**src/rtl/uart_rx_fifo_if.sv**
```systemverilog
// Valid/ready handshake carrying received words from the UART receiver to its consumer.
interface uart_rx_fifo_if #(
   parameter int unsigned DATA_BITS = 8
);
   logic [DATA_BITS-1:0] data;
   logic                 valid;
   logic                 ready;

   modport master (output data, output valid, input ready);
   modport slave  (input data, input valid, output ready);
endinterface

```
**src/rtl/uart_rx_fifo.sv**
```systemverilog
// Oversampling UART receiver with start-glitch rejection, framing/overrun detection and a
// receive FIFO. Defining UART_RX_PARITY_EN adds a checked parity bit after the data bits.
module uart_rx_fifo #(
   parameter int unsigned DATA_BITS  = 8,
   parameter int unsigned OVERSAMPLE = 16,
   parameter int unsigned DIV_W      = 11,
   parameter int unsigned STOP_BITS  = 1,
   parameter int unsigned FIFO_DEPTH = 4
) (
   input  logic             clk_i,
   input  logic             rst_ni,
   input  logic [DIV_W-1:0] div_i,
   input  logic             rx_i,
   input  logic             parity_odd_i,
   uart_rx_fifo_if.master   rx_if,
   output logic             frame_err_o,
   output logic             parity_err_o,
   output logic             overrun_o,
   output logic             busy_o
);
   localparam int unsigned SW = $clog2(OVERSAMPLE);
   localparam int unsigned BW = $clog2(DATA_BITS + 1);
   localparam int unsigned AW = $clog2(FIFO_DEPTH);

   typedef enum logic [2:0] {
      IDLE   = 3'd0,
      START  = 3'd1,
      DATA   = 3'd2,
`ifdef UART_RX_PARITY_EN
      PARITY = 3'd3,
`endif
      STOP   = 3'd4,
      BREAK  = 3'd5
   } state_e;

   state_e                state_q, state_nxt;
   logic                  rx_meta_q, rx_s_q;
   logic [DIV_W-1:0]      div_cnt_q;
   logic [SW-1:0]         samp_q;
   logic [BW-1:0]         bit_q;
   logic [DATA_BITS-1:0]  shift_q;
   logic                  tick_c, mid_c, end_c, last_data_c, last_stop_c, perr_pend_c;
   logic                  start_c, samp_clr_c, samp_inc_c, bit_clr_c, bit_inc_c;
   logic                  shift_c, par_lat_c, push_c, ferr_c, perr_c;
   logic [DATA_BITS-1:0]  mem_q [FIFO_DEPTH];
   logic [AW:0]           wr_q, rd_q;
   logic                  empty_c, full_c, pop_c, wr_en_c;

   // Two-flop synchroniser for the asynchronous serial line
   always_ff @(posedge clk_i or negedge rst_ni) begin
      if (!rst_ni) begin
         rx_meta_q <= 1'b1;
         rx_s_q    <= 1'b1;
      end else begin
         rx_meta_q <= rx_i;
         rx_s_q    <= rx_meta_q;
      end
   end

   assign tick_c      = (div_cnt_q == div_i);
   assign mid_c       = (samp_q == SW'(OVERSAMPLE / 2 - 1));
   assign end_c       = (samp_q == SW'(OVERSAMPLE - 1));
   assign last_data_c = (bit_q == BW'(DATA_BITS - 1));
   assign last_stop_c = (bit_q == BW'(STOP_BITS - 1));

   always_ff @(posedge clk_i or negedge rst_ni) begin
      if (!rst_ni) state_q <= IDLE;
      else         state_q <= state_nxt;
   end

   always_comb begin
      state_nxt = state_q;
      case (state_q)
         IDLE:  if (!rx_s_q) state_nxt = START;
         START: if (tick_c && mid_c) state_nxt = rx_s_q ? IDLE : DATA;
`ifdef UART_RX_PARITY_EN
         DATA:   if (tick_c && end_c && last_data_c) state_nxt = PARITY;
         PARITY: if (tick_c && end_c) state_nxt = STOP;
`else
         DATA:   if (tick_c && end_c && last_data_c) state_nxt = STOP;
`endif
         STOP: begin
            if (tick_c && end_c) begin
               if (!rx_s_q)          state_nxt = BREAK;
               else if (last_stop_c) state_nxt = IDLE;
            end
         end
         BREAK:   if (rx_s_q) state_nxt = IDLE;
         default: state_nxt = IDLE;
      endcase
   end

   // Per-state datapath strobes; the push/error decision is made at the last stop sample
   always_comb begin
      start_c    = 1'b0;
      samp_clr_c = 1'b0;
      samp_inc_c = 1'b0;
      bit_clr_c  = 1'b0;
      bit_inc_c  = 1'b0;
      shift_c    = 1'b0;
      par_lat_c  = 1'b0;
      push_c     = 1'b0;
      ferr_c     = 1'b0;
      perr_c     = 1'b0;
      case (state_q)
         IDLE: begin
            if (!rx_s_q) begin
               start_c    = 1'b1;
               samp_clr_c = 1'b1;
            end
         end
         START: begin
            if (tick_c) begin
               if (mid_c) begin
                  samp_clr_c = 1'b1;
                  bit_clr_c  = 1'b1;
               end else begin
                  samp_inc_c = 1'b1;
               end
            end
         end
         DATA: begin
            if (tick_c) begin
               if (end_c) begin
                  shift_c    = 1'b1;
                  samp_clr_c = 1'b1;
                  bit_clr_c  = last_data_c;
                  bit_inc_c  = !last_data_c;
               end else begin
                  samp_inc_c = 1'b1;
               end
            end
         end
`ifdef UART_RX_PARITY_EN
         PARITY: begin
            if (tick_c) begin
               if (end_c) begin
                  par_lat_c  = 1'b1;
                  samp_clr_c = 1'b1;
                  bit_clr_c  = 1'b1;
               end else begin
                  samp_inc_c = 1'b1;
               end
            end
         end
`endif
         STOP: begin
            if (tick_c) begin
               if (end_c) begin
                  samp_clr_c = 1'b1;
                  if (!rx_s_q)          ferr_c    = 1'b1;
                  else if (!last_stop_c) bit_inc_c = 1'b1;
                  else if (perr_pend_c)  perr_c    = 1'b1;
                  else                   push_c    = 1'b1;
               end else begin
                  samp_inc_c = 1'b1;
               end
            end
         end
         default: ;
      endcase
   end

   // Tick divider restarts on the start edge so sampling lands mid-bit
   always_ff @(posedge clk_i or negedge rst_ni) begin
      if (!rst_ni) begin
         div_cnt_q <= '0;
         samp_q    <= '0;
         bit_q     <= '0;
         shift_q   <= '0;
      end else begin
         if (start_c || tick_c) div_cnt_q <= '0;
         else                   div_cnt_q <= div_cnt_q + DIV_W'(1);
         if (samp_clr_c)        samp_q <= '0;
         else if (samp_inc_c)   samp_q <= samp_q + SW'(1);
         if (bit_clr_c)         bit_q <= '0;
         else if (bit_inc_c)    bit_q <= bit_q + BW'(1);
         if (shift_c)           shift_q <= {rx_s_q, shift_q[DATA_BITS-1:1]};
      end
   end

`ifdef UART_RX_PARITY_EN
   logic par_err_q;

   always_ff @(posedge clk_i or negedge rst_ni) begin
      if (!rst_ni)        par_err_q <= 1'b0;
      else if (start_c)   par_err_q <= 1'b0;
      else if (par_lat_c) par_err_q <= ((^shift_q) ^ rx_s_q) != parity_odd_i;
   end

   assign perr_pend_c = par_err_q;
`else
   logic unused_parity;

   assign perr_pend_c   = 1'b0;
   assign unused_parity = parity_odd_i ^ par_lat_c;
`endif

   // FIFO with an extra wrap bit on each pointer to tell full from empty
   assign empty_c     = (wr_q == rd_q);
   assign full_c      = (wr_q[AW] != rd_q[AW]) && (wr_q[AW-1:0] == rd_q[AW-1:0]);
   assign pop_c       = rx_if.ready && !empty_c;
   assign wr_en_c     = push_c && (!full_c || pop_c);
   assign rx_if.valid = !empty_c;
   assign rx_if.data  = mem_q[rd_q[AW-1:0]];

   always_ff @(posedge clk_i or negedge rst_ni) begin
      if (!rst_ni) begin
         for (int i = 0; i < int'(FIFO_DEPTH); i++) mem_q[i] <= '0;
         wr_q <= '0;
         rd_q <= '0;
      end else begin
         if (wr_en_c) begin
            mem_q[wr_q[AW-1:0]] <= shift_q;
            wr_q                <= wr_q + (AW+1)'(1);
         end
         if (pop_c) rd_q <= rd_q + (AW+1)'(1);
      end
   end

   always_ff @(posedge clk_i or negedge rst_ni) begin
      if (!rst_ni) begin
         frame_err_o  <= 1'b0;
         parity_err_o <= 1'b0;
         overrun_o    <= 1'b0;
         busy_o       <= 1'b0;
      end else begin
         frame_err_o  <= ferr_c;
         parity_err_o <= perr_c;
         overrun_o    <= push_c && full_c && !pop_c;
         busy_o       <= (state_nxt != IDLE);
      end
   end
endmodule

```
**src/flat_wrapper.sv**
```systemverilog
// flat-port wrapper written by rule: the top's interface ports become plain ports
module uart_rx_fifo_flat 
#(
   parameter int unsigned DATA_BITS  = 8,
   parameter int unsigned OVERSAMPLE = 16,
   parameter int unsigned DIV_W      = 11,
   parameter int unsigned STOP_BITS  = 1,
   parameter int unsigned FIFO_DEPTH = 4
)
  (clk_i, rst_ni, div_i, rx_i, parity_odd_i, frame_err_o, parity_err_o, overrun_o, busy_o, rx_if_data, rx_if_valid, rx_if_ready);
  uart_rx_fifo_if #(.DATA_BITS(DATA_BITS)) rx_if_i ();
  input  logic clk_i;
  input  logic rst_ni;
  input  logic [DIV_W-1:0] div_i;
  input  logic rx_i;
  input  logic parity_odd_i;
  output logic frame_err_o;
  output logic parity_err_o;
  output logic overrun_o;
  output logic busy_o;
  output wire logic [$bits(rx_if_i.data)-1:0] rx_if_data;
  output wire logic [$bits(rx_if_i.valid)-1:0] rx_if_valid;
  input wire logic [$bits(rx_if_i.ready)-1:0] rx_if_ready;
  assign rx_if_data = rx_if_i.data;
  assign rx_if_valid = rx_if_i.valid;
  assign rx_if_i.ready = rx_if_ready;
  uart_rx_fifo #(.DATA_BITS(DATA_BITS), .OVERSAMPLE(OVERSAMPLE), .DIV_W(DIV_W), .STOP_BITS(STOP_BITS), .FIFO_DEPTH(FIFO_DEPTH)) u_core (.clk_i(clk_i), .rst_ni(rst_ni), .div_i(div_i), .rx_i(rx_i), .parity_odd_i(parity_odd_i), .rx_if(rx_if_i), .frame_err_o(frame_err_o), .parity_err_o(parity_err_o), .overrun_o(overrun_o), .busy_o(busy_o));
endmodule
```
**config.mk**
```make
export PLATFORM = sky130hd
export DESIGN_NAME = uart_rx_fifo_flat
export DESIGN_NICKNAME = d
export VERILOG_FILES = /design/src/rtl/uart_rx_fifo_if.sv /design/src/rtl/uart_rx_fifo.sv /design/src/flat_wrapper.sv
export SDC_FILE = /design/constraint.sdc
export NUM_CORES = 1
export LEC_CHECK = 0
export CORE_ASPECT_RATIO = 0.8
export CORE_UTILIZATION = 35
export CTS_BUF_LIST = sky130_fd_sc_hd__clkbuf_16
export CTS_CLUSTER_DIAMETER = 120
export DETAILED_ROUTE_END_ITERATION = 8
export HOLD_SLACK_MARGIN = 0.15
export PLACE_DENSITY_LB_ADDON = 0.25
export SYNTH_ARGS = -nofsm -noshare
export SYNTH_HDL_FRONTEND = slang
export SYNTH_SLANG_ARGS = --single-unit
```
**constraint.sdc**
```tcl
create_clock -name clk_i -period 3.9 [get_ports clk_i]
set_input_delay 0.585 -clock clk_i [delete_from_list [all_inputs] [get_ports clk_i]]
set_output_delay 0.585 -clock clk_i [all_outputs]
set_load 0.01 [all_outputs]
```
; After elaboration in Yosys (flattened, before gate mapping)
; Cells that the tools add are included.
[classes]
add_sub_neg = 5
n_lt_le_gt_ge = 3
eq_ne = 11
mux = 51
bitwise_logic = 2
n_reduce_logical = 21
[op_table]
columns = cell, n
row1 = 32-bit bitwise mux, 1
row2 = 1-bit two-way mux, 27
row3 = 8-bit two-way mux, 3
row4 = 3-bit two-way mux, 7
row5 = 8-bit binary-select mux with 2-bit select, 1
row6 = 8-bit demux with 2-bit select, 1
row7 = 4-bit two-way mux, 4
row8 = 3-bit one-hot mux with 5 select lines, 1
row9 = "11-bit by 1-bit adder with 11-bit output, second input constant", 1
row10 = 11-bit equality test, 1
row11 = 11-bit two-way mux, 1
row12 = 1-bit logical AND, 9
row13 = "4-bit by 1-bit adder with 4-bit output, second input constant", 2
row14 = "4-bit by 3-bit equality test with 1-bit output, second input constant", 2
row15 = "3-bit by 1-bit adder with 3-bit output, second input constant", 2
row16 = "3-bit equality test, second input constant", 2
row17 = "3-bit >= comparator, second input constant", 2
row18 = 2-bit NOT with 3-bit output, 2
row19 = 1-bit one-hot mux with 2 select lines, 3
row20 = "4-bit equality test, second input constant", 1
row21 = 1-bit zero test, 4
row22 = 4-bit zero test, 1
row23 = 2-bit nonzero test, 2
row24 = "3-bit by 1-bit equality test with 1-bit output, second input constant", 1
row25 = other kinds (11), 12
[totals]
regBits = 73
out_inout_bits = 13
word_cells = 109

; Depth between registers and ports, before layout
; Gate-level depths: netlist of the first run.
[depth]
ltp_word = 8
mapped_depth = 7

; Worst setup path after synthesis of the first run
; No wires, ideal clock.
[synth_path]
kind = in2reg
from = input port div_i[9]
to = register u_core.mem_q[0] (netlist bit)
setup_time_ps = 125
t_arrival_ps = 2412
setup_slack_ps = 1363
cell_stages = 6
n_path_buf = 0
cell_sequence = xor2_1 nor4_2 nand4_2 nor4_4 nand2_2 mux2_2
[synth_between]
elab_chain_cells = 4
[synth_lines]
columns = element, line
row1 = start: declaration, flat_wrapper.sv:14  ; input logic [DIV_W-1:0] div_i;
row2 = 11-bit equality test, uart_rx_fifo.sv:60  ; assign tick_c = (div_cnt_q == div_i);
row3 = 1-bit two-way mux, uart_rx_fifo.sv:148  ; if (tick_c) begin
row4 = 1-bit two-way mux, uart_rx_fifo.sv:105  ; case (state_q)
row5 = 1-bit logical AND, uart_rx_fifo.sv:203  ; assign wr_en_c = push_c && (!full_c || pop_c);
row6 = end signal: indexed assignment, uart_rx_fifo.sv:214  ; mem_q[wr_q[AW-1:0]] <= shift_q;
row7 = end: declaration, uart_rx_fifo.sv:45  ; logic [DATA_BITS-1:0] mem_q [FIFO_DEPTH];
; Every way passes these cells.
; A chain may end at the register's enable or synchronous reset.

; Final worst setup path of the first run
[layout_path]
from = input port div_i[3]
to = register u_core.mem_q[1] (netlist bit)
; Same word-level chain as after synthesis.

==> results of run 1 <==
[cell type report]
| cell class | instances | share of cell area |
|---|---|---|
| Multi-Input combinational cell | 204 | 0.394 |
| Tap cell | 136 | 0.0402 |
| Clock buffer | 9 | 0.0532 |
| Clock inverter | 7 | 0.0145 |
| Sequential cell | 73 | 0.432 |
| Timing Repair Buffer | 26 | 0.0608 |
| Inverter | 6 | 0.00532 |
[cells by family (layout without fill, tap and decap cells)]
| kind of cell | count (synthesis) | after routing | share of synthesized area |
|---|---|---|---|
| flip-flops | 73 | 73 | 0.515 |
| XOR/XNOR | 34 | 34 | 0.0839 |
| other | 1 | 1 | 0.00106 |
| adder cells (fa/ha/maj) | 9 | 9 | 0.0317 |
| multiplexers | 51 | 51 | 0.186 |
| AND/OR/NAND/NOR | 96 | 96 | 0.143 |
| AO/OA/AOI/OAI | 13 | 13 | 0.0247 |
| buffers and inverters | 12 | 48 | 0.0141 |
[routing by layer]
metal	global-route usage	up-vias	wire (um)
li1	-	1078	-
met1	0.201	1105	3290
met2	0.208	32	2860
met3	0.0449	9	233
met4	0.0487	0	101
met5	0	-	0
[sequential cells by signal, indices dropped and copies added, names as in the netlist]
signal / flops
u_core.mem_q: 32
u_core.div_cnt_q: 11
u_core.shift_q: 8
u_core.bit_q: 4
u_core.samp_q: 4
u_core.rd_q: 3
u_core.state_q: 3
u_core.wr_q: 3
u_core.busy_o: 1
u_core.frame_err_o: 1
u_core.overrun_o: 1
u_core.rx_meta_q: 1
u_core.rx_s_q: 1
[synth_stat cells, drive strengths merged (3+ instances only)]
cell    number
and2         3
and3         8
clkbuf       4
dfrtp       71
ha           9
inv          6
mux2        41
mux4         8
nand2       17
nand3       10
nand4        3
nor2        34
nor3         5
nor4         3
o31ai        4
or2          3
xnor2       17
xor2        17
[cell usage in the layout, fill, tap and decap left out, types with 6 or more instances in the layout]
cell,Yosys,final
dfrtp_1,71,71
mux2_2,41,41
nor2_1,34,34
clkdlybuf4s50_1,0,25
xnor2_1,17,17
xor2_1,17,17
nand2_1,13,13
nand3_1,10,10
ha_1,9,9
clkbuf_16,0,9
and3_1,8,8
mux4_2,8,8
inv_1,6,6
[power by group through the flow]
stage               Combinational (W)  Sequential (W)  Clock [W]
floorplan                    0.000282        0.000884          0
global placement             0.000322        0.000956          0
detailed placement           0.000327        0.000954          0
CTS                          0.000330        0.000941   0.000814
global route                 0.000372        0.000957   0.000843
finish                       0.000326        0.000937   0.000785
[worst paths after layout]
| kind | to | slack, ns | depth (start not counted) |
|---|---|---|---|
| hold / removal | u_core.rx_s_q | 0.36 | 0 |
| hold reg to reg | u_core.rx_s_q | 0.36 | 0 |
| setup / recovery | u_core.mem_q[1] | 0.81 | 7 |
| min in group asynchronous | u_core.div_cnt_q[9] | 0.37 | 1 |
| setup reg to reg | u_core.mem_q[1] | 1.07 | 6 |
| max in group asynchronous | u_core.shift_q[2] | 2.94 | 1 |
[worst register-to-register path: stages, from the launching register on]
cell,delay [ns]
dfrtp_1,0.42
xor2_1,0.16
nor3_1,0.55
nand4_2,0.33
nor4_4,0.60
nand2_2,0.31
mux2_2,0.35
[through the flow]
step                      worst slack [ns]  cell area [sq um]
after floorplan                       1.36               3550
after global placement               0.510               3950
after detailed placement             0.495               3950
after CTS                            0.842               4240
after global routing                 0.628               4240
final                                0.810               4240
==> out/metrics.yaml, run 1 <==
critical_path:
  crit_type: "in -> reg"
  critPathMaxStageDelay_ns: 0.60
  worst_ep_required_time_ns: 4.12
  cp.arrival_ns: 3.31
  crit_start: "div_i[3]"
  crit_fanout: 9
  r2r_start: "u_core.div_cnt_q[3]"
  slowest_stage: "nor4_4"
  endpoint_kind: "register"
  path_cells: "clkdlybuf4s50_1, xor2_1, nor3_1, nand4_2, nor4_4, nand2_2, mux2_2"
  cp_num_buf_inv: 1
  start_kind: "input pin"
  cp_top_family: "simple AND/OR/NAND/NOR gates"
pwr:
  internal_power_w: 0.00143
  pwr-share-seq: 0.457
  peakVddDrop_mv: 0.178
  switchingPower_w: 0.000618
  pwr_density_cell_mw_per_mm2: 484
  swShare: 0.302
  power_frac_comb: 0.159
  power_w: 0.00205
  power.share.clock: 0.383
  p_leak_nw: 1.97
cts:
  clk_pin_slew_ns: 0.06
  htree_levels: 3
  cts.path.max_buffers: 2
  hold_buffers: 0
  post_cts_buffers: 0
  cts_tree: "done"
  cts_buffers: 9
  clockRootBuffer: "clkbuf_16"
  clkLatencyLatePin_ns: 0.33
  clock-sinks: 73
  cts-resized-gates: 0
placement:
  gp_congestion: 0.788
  port_buffers: 26
  dpl.hpwl_um: 4390
  dp_cells: 445
sta:
  max_freq_mhz: 324
  drv_slew: 0
  setup_tns_ns: 0
  setup_violations: 0
  fin_hold_ws_ns: 0.355
  hold_viol: 0
  relSlewSlack: 0.401
  worstMarginPinSlew_ns: 0.899
  period_share: 0.792
  fin_skew_ns: 0.00752
  grt_setup_unrepaired: "false"
  period_minus_slack_ns: 3.09
worst_hold_path:
  min_path_type: "reg -> reg"
  min_from: "u_core.rx_meta_q"
status:
  run_status: "completed"
synth:
  synth-main-ff-cell: "dfrtp_1"
  syn_avg_cell_area_sq_um: 12.3
  synth_cell_types: 40
  yosys-top-cells-area: "dfrtp_1, mux2_2, mux4_2, xnor2_1, xor2_1"
  netlist_area_sq_mm: 0.00355
  syn-num-nets: 314
  yosysWarnings: 0
  syn_inst: 289
  yosysTopAreaCell: "dfrtp_1"
  synth-edff-count: 0
  synth_seq_area_share: 0.515
  async_reset_ff_frac: 1.00
  synth_seq_cells: 73
  netlist.area_leader.share: 0.501
routing:
  drt-initial-drc-count: 79
  num_vias: 2224
  ant_nets: 0
  drtPass1Iterations: 4
  remaining_drc_errors: 0
  wl_per_cell_um: 14.1
  routed_wl_um: 6490
  viasPerCell: 4.82
cells_and_area:
  multiInputGateArea_sq_mm: 0.00167
  final_cell_count_no_fill: 461
  seq_area_sq_mm: 0.00183
  nFillCells: 892
  n_antenna_cell: 0
  final_util: 0.435
  drive_gt1_frac: 0.240
  fin_nets: 345
  area_growth_pct: 19.4
floorplanning:
  core-area_sq_mm: 0.00973
  start_util: 0.365
  row_count: 32
  ios: 29
  die-height_um: 92.1
  die_w_um: 115
  die-area_sq_mm: 0.0106
global_route:
  grt_max_degree: 74
  antenna_found_initial: 0
  grt_pass1_vias: 2278
  grt_pass1_wl_um: 11400
  grt_overflow: 0
  grt_use_total: 0.143
run:
  cap_violations: 0
No activity file was read; power rests on OpenSTA's default activity.
==> run 2, diff against run 1 <==
==> constraint.sdc (replaced) <==
create_clock -name clk_i -period 3.1 [get_ports clk_i]
set_input_delay 0.465 -clock clk_i [delete_from_list [all_inputs] [get_ports clk_i]]
set_output_delay 0.465 -clock clk_i [all_outputs]
set_load 0.01 [all_outputs]
==> run 2 against run 1 <==
Non-clock buffer count grew 5. Global-route usage fell by 0.62 points. Largest cell class unchanged. Register-to-register slack got worse by 0.43 ns. Cell count is 1.1% higher. Design area grew 2.4%. Power grew 37%. Sequential share of layout area decreased by 1.0 points. First-iteration DRC count is 22% lower. Critical path depth increased by 1. Hold slack got worse by 0.11 ns. Critical endpoint is now u_core.mem_q[10].
==> out/metrics.yaml, run 2 (same netlist as run 1, synthesis figures left out) <==
routing:
  wl_per_cell_um: 14.0
  drt-initial-drc-count: 62
  num_vias: 2209
  ant_nets: 0
  routed_wl_um: 6530
  drtPass1Iterations: 4
  remaining_drc_errors: 0
  viasPerCell: 4.74
critical_path:
  crit_fanout: 8
  start_kind: "input pin"
  reg2reg_depth: 7
  crit_type: "in -> reg"
  endpoint_kind: "register"
  cp.arrival_ns: 2.80
  worst_ep_required_time_ns: 3.31
cts:
  cts-resized-gates: 0
  clk_pin_slew_ns: 0.06
  cts_buffers: 9
  htree_levels: 3
  hold_buffers: 0
  clockRootBuffer: "clkbuf_16"
  cts_tree: "done"
  cts.path.max_buffers: 2
  clkLatencyLatePin_ns: 0.33
  clock-sinks: 73
  post_cts_buffers: 0
floorplanning:
  die-area_sq_mm: 0.0106
  row_count: 32
  die-height_um: 92.1
  start_util: 0.365
  ios: 29
  die_w_um: 115
  core-area_sq_mm: 0.00973
pwr:
  p_leak_nw: 2.03
  swShare: 0.268
  power_frac_comb: 0.166
  peakVddDrop_mv: 0.254
  switchingPower_w: 0.000752
  pwr_density_cell_mw_per_mm2: 647
  internal_power_w: 0.00205
  power.share.clock: 0.428
  pwr-share-seq: 0.406
sta:
  hold_viol: 0
  setup_violations: 0
  worstMarginPinSlew_ns: 0.902
  drv_slew: 0
  setup_tns_ns: 0
  period_share: 0.837
  grt_setup_unrepaired: "false"
  max_freq_mhz: 385
  timing.final.ws_setup_ns: 0.506
  fin_skew_ns: 0.00562
  relSlewSlack: 0.398
  period_minus_slack_ns: 2.59
placement:
  dp_slack_ns: 0.143
  dpl.hpwl_um: 4480
  dp_cells: 450
  port_buffers: 26
  gp_congestion: 0.802
cells_and_area:
  final_cell_count_no_fill: 466
  area_growth_pct: 22.2
  nFillCells: 923
  final_util: 0.446
  drive_gt1_frac: 0.252
  layout_common_cells: "dfrtp_1, mux2_2, nor2_1"
  registers.top_by_ff_count: "u_core.mem_q"
  top_regs: "u_core.mem_q x32, u_core.div_cnt_q x11, u_core.shift_q x8"
  multiInputGateArea_sq_mm: 0.00167
  seq_area_sq_mm: 0.00183
  final_common_cell: "dfrtp_1"
  fin_nets: 350
  n_antenna_cell: 0
  largest_reg_flops: 32
global_route:
  grt_overflow: 0
  antenna_found_initial: 0
  grt_pass1_wl_um: 11000
  grt_use_total: 0.137
  grt_max_degree: 74
  grt_pass1_vias: 2203
status:
  run_status: "completed"
worst_hold_path:
  min_path_type: "in -> async"
run:
  cap_violations: 0
-- run 2: cell count changes in the layout (fill, tap and decap cells not counted), sizes merged --
cell	previous run	this run
buf	1	6
bufinv	0	3
clkinv	1	2
clkinvlp	2	0
inv	10	8
-- run 2: final timing paths --
kind	startpoint	end	slack [ns]
max in group asynchronous	rst_ni	u_core.shift_q[0]	2.25
hold / removal	rst_ni	u_core.div_cnt_q[9]	0.25
min in group clk_i	u_core.rx_meta_q	u_core.rx_s_q	0.36
hold reg to reg	u_core.rx_meta_q	u_core.rx_s_q	0.36
setup / recovery	div_i[9]	u_core.mem_q[10]	0.51
setup reg to reg	u_core.div_cnt_q[9]	u_core.mem_q[10]	0.64
-- run 2: stage by stage --
stage               hold WS, ns  total power (W)  area, sq um
floorplan                 0.169          0.00147         3550
global placement          0.347          0.00163         3990
detailed placement        0.347          0.00163         3990
CTS                       0.301          0.00285         4340
global route              0.340          0.00295         4340
finish                    0.250          0.00281         4340
-- run 2: critical path: stages --
cell             delay, ns
clkdlybuf4s50_1       0.41
xor2_1                0.19
nor4_2                0.45
nand4_2               0.24
nor4_4                0.35
buf_4                 0.20
nand2_2               0.18
mux2_2                0.32
-- run 2: per-layer routing --
| layer | routed length [um] | vias up | global-route usage |
|---|---|---|---|
| li1 | - | 1086 | - |
| met2 | 2990 | 27 | 0.208 |
| met1 | 3340 | 1090 | 0.195 |
| met3 | 137 | 6 | 0.0278 |
| met5 | 0 | - | 0 |
| met4 | 61 | 0 | 0.0487 |
-- run 2: layout make-up --
type                            instances  share of cell area
Clock inverter                          7              0.0288
Timing Repair Buffer                   31              0.0681
Multi-Input combinational cell        204               0.385
Clock buffer                            9              0.0519
Tap cell                              136              0.0392
Sequential cell                        73               0.422
Inverter                                6             0.00519
-- run 2: power by group through the flow --
stage / combinational [W] / sequential [W] / clock, W
global placement: 0.000469 / 0.00116 / 0
finish: 0.000466 / 0.00114 / 0.00120
floorplan: 0.000355 / 0.00111 / 0
global route: 0.000526 / 0.00115 / 0.00127
CTS: 0.000477 / 0.00114 / 0.00123
detailed placement: 0.000472 / 0.00116 / 0
